### src/rtl/encode_instr_serializer_pkg.sv
// encode_instr_serializer_pkg: shared states, size codes, descriptor type and helpers
package encode_instr_serializer_pkg;

    typedef enum logic [2:0] {
        IDLE  = 3'd0,
        ESC   = 3'd1,
        OPC   = 3'd2,
        MODRM = 3'd3,
        SIB   = 3'd4,
        DISP  = 3'd5,
        IMM   = 3'd6
    } state_e;

    localparam logic [1:0] SZ_NONE = 2'd0;
    localparam logic [1:0] SZ_1    = 2'd1;
    localparam logic [1:0] SZ_2    = 2'd2;
    localparam logic [1:0] SZ_4    = 2'd3;

    typedef struct packed {
        logic        is_2byte;
        logic [7:0]  opc;
        logic        has_modrm;
        logic [7:0]  modrm;
        logic        has_sib;
        logic [7:0]  sib;
        logic [1:0]  disp_size;
        logic [31:0] disp;
        logic [1:0]  imm_size;
        logic [31:0] imm;
    } desc_t;

    function automatic logic [2:0] size_bytes(input logic [1:0] code);
        return code == SZ_4 ? 3'd4 : code == SZ_2 ? 3'd2 : code == SZ_1 ? 3'd1 : 3'd0;
    endfunction

    function automatic logic [3:0] instr_length(input desc_t d);
        return 4'(d.is_2byte) + 4'd1 + 4'(d.has_modrm) + 4'(d.has_modrm & d.has_sib)
             + 4'(size_bytes(d.disp_size)) + 4'(size_bytes(d.imm_size));
    endfunction

    // First present field strictly after s; SIB only counts when ModRM is present.
    function automatic state_e next_field(input desc_t d, input state_e s);
        logic [6:0] pres;
        state_e     n;
        pres = {d.imm_size != SZ_NONE, d.disp_size != SZ_NONE, d.has_modrm & d.has_sib,
                d.has_modrm, 1'b1, d.is_2byte, 1'b0};
        n = IDLE;
        for (int i = 6; i > 0; i--)
            if (i > int'(s) && pres[i]) n = state_e'(3'(i));
        return n;
    endfunction

endpackage

### src/rtl/encode_le_field_mux.sv
// encode_le_field_mux: picks little-endian byte cnt of a 32-bit field and flags its final byte
module encode_le_field_mux
    import encode_instr_serializer_pkg::*;
(
    input  logic [31:0] field,
    input  logic [1:0]  size,
    input  logic [1:0]  cnt,
    output logic [7:0]  sel_byte,
    output logic        is_last
);

    assign sel_byte = field[{cnt, 3'b000} +: 8];
    assign is_last  = {1'b0, cnt} == size_bytes(size) - 3'd1;

endmodule

### src/rtl/encode_instr_serializer.sv
// encode_instr_serializer: emits the encoded bytes of one decoded x86 descriptor on a byte stream
module encode_instr_serializer
    import encode_instr_serializer_pkg::*;
#(
    parameter logic [7:0] ESC_BYTE = 8'h0F,
    parameter int          MAX_LEN  = 12,
    localparam int         LW       = $clog2(MAX_LEN + 1)
) (
    input  logic          clk,
    input  logic          rst_n,
    input  logic          in_valid,
    output logic          in_ready,
    input  logic          is_2byte,
    input  logic [7:0]    opc_byte,
    input  logic          has_modrm,
    input  logic [7:0]    modrm,
    input  logic          has_sib,
    input  logic [7:0]    sib,
    input  logic [1:0]    disp_size,
    input  logic [31:0]   disp,
    input  logic [1:0]    imm_size,
    input  logic [31:0]   imm,
    output logic          out_valid,
    input  logic          out_ready,
    output logic [7:0]    out_byte,
    output logic          out_last,
    output logic [LW-1:0] instr_len
);

    state_e        state_q, state_d, nxt;
    desc_t         desc_q, desc_d, in_desc;
    logic [1:0]    cnt_q, cnt_d;
    logic [LW-1:0] len_q, len_d;
    logic [7:0]    disp_byte, imm_byte;
    logic          disp_last, imm_last, field_done;

    assign in_desc = '{is_2byte: is_2byte, opc: opc_byte, has_modrm: has_modrm, modrm: modrm,
                       has_sib: has_sib, sib: sib, disp_size: disp_size, disp: disp,
                       imm_size: imm_size, imm: imm};

    encode_le_field_mux u_disp (
        .field    (desc_q.disp),
        .size     (desc_q.disp_size),
        .cnt      (cnt_q),
        .sel_byte (disp_byte),
        .is_last  (disp_last)
    );

    encode_le_field_mux u_imm (
        .field    (desc_q.imm),
        .size     (desc_q.imm_size),
        .cnt      (cnt_q),
        .sel_byte (imm_byte),
        .is_last  (imm_last)
    );

    assign nxt        = next_field(desc_q, state_q);
    assign field_done = state_q == DISP ? disp_last : state_q == IMM ? imm_last : 1'b1;
    assign in_ready   = state_q == IDLE;
    assign out_valid  = state_q != IDLE;
    assign out_last   = out_valid && field_done && nxt == IDLE;
    assign instr_len  = len_q;
    assign out_byte   = state_q == ESC   ? ESC_BYTE     :
                        state_q == OPC   ? desc_q.opc   :
                        state_q == MODRM ? desc_q.modrm :
                        state_q == SIB   ? desc_q.sib   :
                        state_q == DISP  ? disp_byte    :
                        state_q == IMM   ? imm_byte     : 8'h00;

    // Accept a descriptor in IDLE, otherwise step byte/field on each stream handshake.
    always_comb begin
        state_d = state_q;
        desc_d  = desc_q;
        cnt_d   = cnt_q;
        len_d   = len_q;
        if (state_q == IDLE) begin
            if (in_valid) begin
                desc_d  = in_desc;
                len_d   = LW'(instr_length(in_desc));
                state_d = next_field(in_desc, IDLE);
                cnt_d   = 2'd0;
            end
        end else if (out_ready) begin
            state_d = field_done ? nxt : state_q;
            cnt_d   = field_done ? 2'd0 : cnt_q + 2'd1;
        end
    end

    // State, latched descriptor, byte counter and length registers.
    always_ff @(posedge clk or negedge rst_n) begin
        if (!rst_n) begin
            state_q <= IDLE;
            desc_q  <= '0;
            cnt_q   <= 2'd0;
            len_q   <= '0;
        end else begin
            state_q <= state_d;
            desc_q  <= desc_d;
            cnt_q   <= cnt_d;
            len_q   <= len_d;
        end
    end

endmodule

### config.mk
export PLATFORM = sky130hd
export DESIGN_NAME = encode_instr_serializer
export DESIGN_NICKNAME = d
export VERILOG_FILES = /design/src/rtl/encode_instr_serializer_pkg.sv /design/src/rtl/encode_le_field_mux.sv /design/src/rtl/encode_instr_serializer.sv
export SDC_FILE = /design/constraint.sdc
export NUM_CORES = 1
export LEC_CHECK = 0
export BUFFER_PORTS_ARGS = -buffer_cell sky130_fd_sc_hd__buf_2
export CAP_MARGIN = 20
export CELL_PAD_IN_SITES_DETAIL_PLACEMENT = 0
export CELL_PAD_IN_SITES_GLOBAL_PLACEMENT = 1
export CORE_ASPECT_RATIO = 0.7
export CORE_MARGIN = 1
export CORE_UTILIZATION = 37
export CTS_CLUSTER_SIZE = 16
export DETAILED_ROUTE_END_ITERATION = 7
export PLACE_DENSITY_LB_ADDON = 0.1
export RECOVER_POWER = 25
export SYNTH_ARGS = -nofsm -noshare
export SYNTH_HDL_FRONTEND = slang
export SYNTH_SLANG_ARGS = --single-unit
### constraint.sdc
create_clock -name clk -period 1.8 [get_ports clk]
set_input_delay 0.09 -clock clk [delete_from_list [all_inputs] [get_ports clk]]
set_output_delay 0.09 -clock clk [all_outputs]
set_load 0.01 [all_outputs]
## Word level (Yosys, flattened, before mapping)

Cells that the tools add are included.

| word-level totals | value |
|---|---|
| bits in registers | 104 |
| input bits | 99 |
| output and inout port bits | 15 |
| word-level logic and storage cells | 104 |

| operators by class | value |
|---|---|
| add/subtract/negate cells | 8 |
| $lt $le $gt $ge | 6 |
| equal/unequal tests | 21 |
| shift operators | 2 |
| multiplexer cells | 35 |
| bitwise logic cells | 2 |
| reductions and logical operators | 17 |

Operator list:

| operator | count |
|---|---|
| variable part select 32 x 6 -> 8 bit | 2 |
| 2-to-1 mux 3 bit | 16 |
| 2-to-1 mux 8 bit | 6 |
| == test 2 bit, second input constant | 8 |
| 2-to-1 mux 2 bit | 7 |
| == test 3 bit, second input constant | 3 |
| greater-than comparator 3 bit, first input constant | 3 |
| adder 4 x 3 -> 4 bit | 2 |
| == test 2 x 1 -> 1 bit, second input constant | 4 |
| nonzero test 2 bit | 4 |
| logical AND 1 bit | 7 |
| == test 2 x 3 -> 1 bit | 2 |
| == test 3 x 2 -> 1 bit, second input constant | 2 |
| greater-than comparator 2 x 3 -> 1 bit, first input constant | 2 |
| logical NOT 3 bit | 2 |
| 2-to-1 mux 1 bit | 6 |
| subtractor 3 x 1 -> 3 bit, second input constant | 2 |
| adder 3 x 1 -> 4 bit | 1 |
| AND reduction 2 bit | 2 |
| adder 2 x 1 -> 3 bit | 1 |
| == test 3 x 1 -> 1 bit, second input constant | 1 |
| greater-than comparator 1 x 3 -> 1 bit, first input constant | 1 |
| AND reduction 3 bit | 1 |
| nonzero test 3 bit | 1 |
| other kinds (4) | 5 |

## Longest topological paths before layout

| depth | value |
|---|---|
| depth in word-level cells | 11 |
| gate-level depth with buffers | 9 |
| gate-level depth less buffers | 9 |

## Cells and area by module

A second synthesis with hierarchy kept.

| second synthesis, totals | value |
|---|---|
| cells, all modules | 579 |
| area total of the unflattened synthesis | 5157.4 um2 |

Modules (own cells, without submodules):

| module | instances | cells an instance | area each (um2) | seq. area each (um2) |
|---|---|---|---|---|
| encode_instr_serializer | 1 | 545 | 4654.5 | 2577.5 |
| encode_le_field_mux | 2 | 17 | 251.5 | 0.0 |

## Worst setup path before layout

No wires, ideal clock.

| timing path | value |
|---|---|
| kind | input-to-reg |
| from | input port has_modrm |
| to | register len_q[2] (netlist: instr_len[2]) |
| setup time | 0.083 ns |
| arrival time | 1.770 ns |
| data required time | 1.717 ns |
| setup slack | -0.053 ns |
| cell stages on the path | 9 |
| path buffers | 0 |
| path through | nand2_1 > ha_1 > inv_1 > fa_1 > ha_1 > inv_1 > fa_1 > xor2_1 > o21ai_0 |

| on the way | value |
|---|---|
| longest elaborated chain between the ends | 4 |
| elaborated cells between the ends (all ways) | 5 |
| classes of those cells | add/sub: 4; bitwise: 1 |

RTL lines:

| element | RTL line | RTL |
|---|---|---|
| start: declaration | encode_instr_serializer.sv:15 | `input logic has_modrm,` |
| adder 2 x 1 -> 3 bit or bitwise AND 1 bit (tied branches) | encode_instr_serializer_pkg.sv:37 | `return 4'(d.is_2byte) + 4'd1 + 4'(d.has_modrm) + 4'(d.has_modrm & d.has_sib)` |
| adder 3 x 1 -> 4 bit (*) | encode_instr_serializer_pkg.sv:37 |  |
| adder 4 x 3 -> 4 bit (*) (2 in a row) | encode_instr_serializer_pkg.sv:38 | `+ 4'(size_bytes(d.disp_size)) + 4'(size_bytes(d.imm_size));` |
| end signal: assignment | encode_instr_serializer.sv:100 | `len_q <= len_d;` |
| end: declaration | encode_instr_serializer.sv:33 | `logic [LW-1:0] len_q, len_d;` |

Every way passes the cells marked *; elsewhere a longest branch is shown, timed or not.
A chain may end at the register's enable or synchronous reset.

## Worst setup path in the final report

| timing path | value |
|---|---|
| from | register desc_q[66] (netlist bit) |
| to | output port out_last |

| on the way | value |
|---|---|
| longest elaborated chain between the ends | 9 |
| elaborated cells between the ends (all ways) | 19 |
| classes of those cells | add/sub: 1; eq/ne: 4; mux: 9; reduce/logical: 5 |

RTL lines:

| element | RTL line | RTL |
|---|---|---|
| start: declaration | encode_instr_serializer.sv:31 | `desc_t desc_q, desc_d, in_desc;` |
| start signal: assignment | encode_instr_serializer.sv:98 | `desc_q <= desc_d;` |
| == test 2 x 1 -> 1 bit or nonzero test 2 bit (tied branches) | encode_instr_serializer_pkg.sv:33, encode_instr_serializer_pkg.sv:45 |  |
| 2-to-1 mux 1 bit or logical AND 1 bit (tied branches) | encode_instr_serializer_pkg.sv:33, encode_instr_serializer_pkg.sv:49 |  |
| 2-to-1 mux 3 bit, on equally long branches (2 in a row) | encode_instr_serializer_pkg.sv:33, encode_instr_serializer_pkg.sv:49 |  |
| subtractor 3 x 1 -> 3 bit or 2-to-1 mux 3 bit (tied branches) | encode_le_field_mux.sv:13, encode_instr_serializer_pkg.sv:49 |  |
| == test 2 x 3 -> 1 bit or 2-to-1 mux 3 bit (tied branches) | encode_le_field_mux.sv:13, encode_instr_serializer_pkg.sv:49 |  |
| 2-to-1 mux 1 bit or 2-to-1 mux 3 bit (tied branches) | encode_instr_serializer.sv:58, encode_instr_serializer_pkg.sv:49 |  |
| logical AND 1 bit or logical NOT 3 bit (tied branches) | encode_instr_serializer.sv:61 | `assign out_last = out_valid && field_done && nxt == IDLE;` |
| logical AND 1 bit (*) | encode_instr_serializer.sv:61 |  |
| end: declaration | encode_instr_serializer.sv:26 | `output logic out_last,` |

Marked as above.

==> reports/qor.csv <==
stage,metric,value,unit
sta,hold_viol_final,0,
logic_synthesis,synth_commonest_cells,"nand2_1 (292), dfrtp_1 (103), o21ai_0 (16), inv_1 (15), mux4_2 (12)",
logic_synthesis,yosysWarnings,0,
place,place_area,0.00618,mm²
logic_synthesis,synth_area_leaders,"dfrtp_1 (49%), nand2_1 (21%), mux4_2 (5.2%)",
worst_setup_path,crit_fanout,2,
layout,multi_input_area,0.00247,mm²
clocking,clkSlewWorstSetupHoldPaths,0.07,ns
floorplanning,initial_core_util,38.8,%
pwr,p_per_area,1520,mW/mm²
route,drc,0,
sta,tightest_slew,1.25,ns
worst_setup_path,startpoint_type,flop,
pwr,power,11.5,mW
layout,antenna_cells,0,
floorplanning,die_h,102,µm
pwr,vdd_drop_max,0.952,mV
global_routing,grt_pass1_wl,23.8,mm
layout,nFillCells,1271,
worst_setup_path,critPathMaxStageDelay,0.44,ns
clocking,cts_tree,done,
sta,max_freq,0.450,GHz
sta,min_period,2.22,ns
sta,fin_crit_sh,124,%
route,first_pass_iters,4,
logic_synthesis,synth_top_area_share,49.2,%
route,via_per_inst,4.71,
worst_setup_path,path_cells,inv_1 > ha_1 > xnor2_1 > or4_4 > a32oi_2 > a21boi_2 > buf_2,
layout,final_core_util,56.2,%
clocking,cts_root_buffer,clkbuf_16,
logic_synthesis,synthCells,585,
sta,timing.setup.tns,-5.05,ns
floorplanning,ios,114,
min_path,hold_path_class,primary input to flop,
logic_synthesis,syn-num-nets,697,
place,dp.cells,883,
global_routing,grt_max_degree,59,
worst_setup_path,setup.worst_path.end_class,output port,
sta,relSlewSlack,16.6,%
layout,regArea,0.00258,mm²
sta,setup_ws,-0.424,ns
layout,fin_nets,918,
floorplanning,row_count,35,
place,port-buffer-count,113,
logic_synthesis,yosysMostFrequentCell,nand2_1,
place,pre_cts_ws,-0.169,ns
pwr,p_leak,3.88,nW
route,dr_total_vias,4696,
layout,postLayoutCellArea,0.00757,mm²
route,ant_nets,0,
layout,syn_to_final_growth,44.6,%
sta,slew_violations,0,
outcome,violations,negative setup slack,
logic_synthesis,ys_async_sr_fraction,100,%
worst_setup_path,crit_slowest_cell,or4_4,
logic_synthesis,synthesis.area,0.00524,mm²
logic_synthesis,yosysSeqAreaShare,49.2,%
place,hpwl,10.3,mm
layout,stdcell_count,996,
worst_setup_path,required,1.71,ns
flow_run,max_cap_viol_count,0,
clocking,cts_max_level,3,
floorplanning,core,0.0135,mm²
route,drt-initial-drc-count,263,
clocking,cts_buffer_depth,2,
worst_setup_path,cp.arrival,2.13,ns
worst_setup_path,critPathKind,flop to output port,
clocking,insertion_delay,0.35,ns
clocking,cts_sinks,103,
floorplanning,dieArea,0.0146,mm²
global_routing,grt-ovfl-total,0,
sta,skew,0.0119,ns
logic_synthesis,synth_area_per_cell,8.96,µm²
logic_synthesis,ys_types,49,
logic_synthesis,synth-seq-cells,103,
place,place.gp.congestion,0.822,
logic_synthesis,synth_ff_type,dfrtp_1,
global_routing,grtUsageTotal,21.5,%
route,wl,14.9,mm
outcome,status,"finished, violations left",
route,wl_per_cell,14.9,µm
logic_synthesis,synth_top_area_cell,dfrtp_1,
layout,drive_gt1_share,26.6,%
floorplanning,dieWidth,144,µm
sta,rsz0062_at_grt,yes,
sta,hold_ws,0.0734,ns
sta,setup_viol,58,
clocking,cts_made_buffers,9,
logic_synthesis,synth_edf_count,0,
global_routing,grt_pass1_vias,4745,
global_routing,antenna_found_initial,0,
## layout make-up
type                    count  area share, %
flip-flops and latches    103           34.1
well taps                 185           3.06
repair buffers            244           25.1
clock inverters             6           1.32
inverters                  16          0.793
clock buffers              10           3.02
multi-input cells         432           32.6
## layer usage
metal	part of all wire [%]	vias up	track usage [%]
met1	51	2234	31.1
met5	0	-	0
met3	3.0	14	3.83
met2	45	102	33.0
li1	-	2346	-
met4	1.3	0	6.07
## cell families (layout without fill, tap and decap cells)
kind of cell               count (synthesis)  count (layout)  synth area share (%)
muxes                                     29              29                  8.62
buffers and inverters                     50             276                  5.16
and+or+nand+nor                          325             325                  25.1
adders and majority gates                 13              13                  3.53
xor gates and xnor gates                   6               6                  1.00
DFF                                      103             103                  49.2
AOI/OAI and AO/OA                         59              59                  7.40
## sequential cells by signal, summed over array words and instances, names as in the netlist
name,flops
desc_q,94
instr_len,4
state_q,3
cnt_q,2
## power breakdown
group	leakage, nW	switching [mW]	internal (mW)
Clock	0.161	0.924	1.25
Combinational	2.42	2.84	2.54
Sequential	1.30	0.610	3.34
Total	3.88	4.38	7.13
## what timing repair did
item / CTS / global route
pin swaps: 4 / 6
buffers inserted: 3 / 3
hold buffers: 90 / 0
hold endpoints to repair: 109 / 0
gates resized for setup: 16 / 9
gates cloned: 0 / 1
endpoints found under the setup margin: 58 / 110
## path summary, 6_finish.rpt
check / start / depth (start not counted) / slack [ns] / endpoint
worst max-delay path: desc_q[66]$_DFFE_PN0P_ / 7 / -0.42 / out_last
max in group asynchronous: rst_n / 3 / 0.24 / desc_q[68]$_DFFE_PN0P_
min in group asynchronous: rst_n / 2 / 0.53 / desc_q[26]$_DFFE_PN0P_
worst max register to register: desc_q[66]$_DFFE_PN0P_ / 8 / -0.35 / state_q[1]$_DFFE_PN0P_
worst min register to register: desc_q[93]$_DFFE_PN0P_ / 2 / 0.47 / desc_q[93]$_DFFE_PN0P_
worst min-delay path: has_modrm / 4 / 0.07 / desc_q[85]$_DFFE_PN0P_
## worst max-delay path, delay by kind of cell (launching register included)
family,cells,cell delay (ns)
simple gates,1,0.44
compound gates,2,0.39
flops,1,0.36
fa+ha+maj,1,0.29
buf+inv,2,0.19
xor+xnor,1,0.13
## cell usage in the layout (no fill, tap or decap), types with 7 or more instances in the layout
cell type / n
nand2_1: 292
buf_2: 112
dfrtp_1: 101
dlygate4sd3_1: 90
buf_4: 27
inv_1: 14
o21ai_0: 13
mux4_2: 12
o22ai_1: 10
clkbuf_16: 10
ha_1: 9
mux2i_1: 8
mux2_2: 8
nor2_1: 7
buf_12: 7
Note: power is estimated with default switching activity, not from simulation.
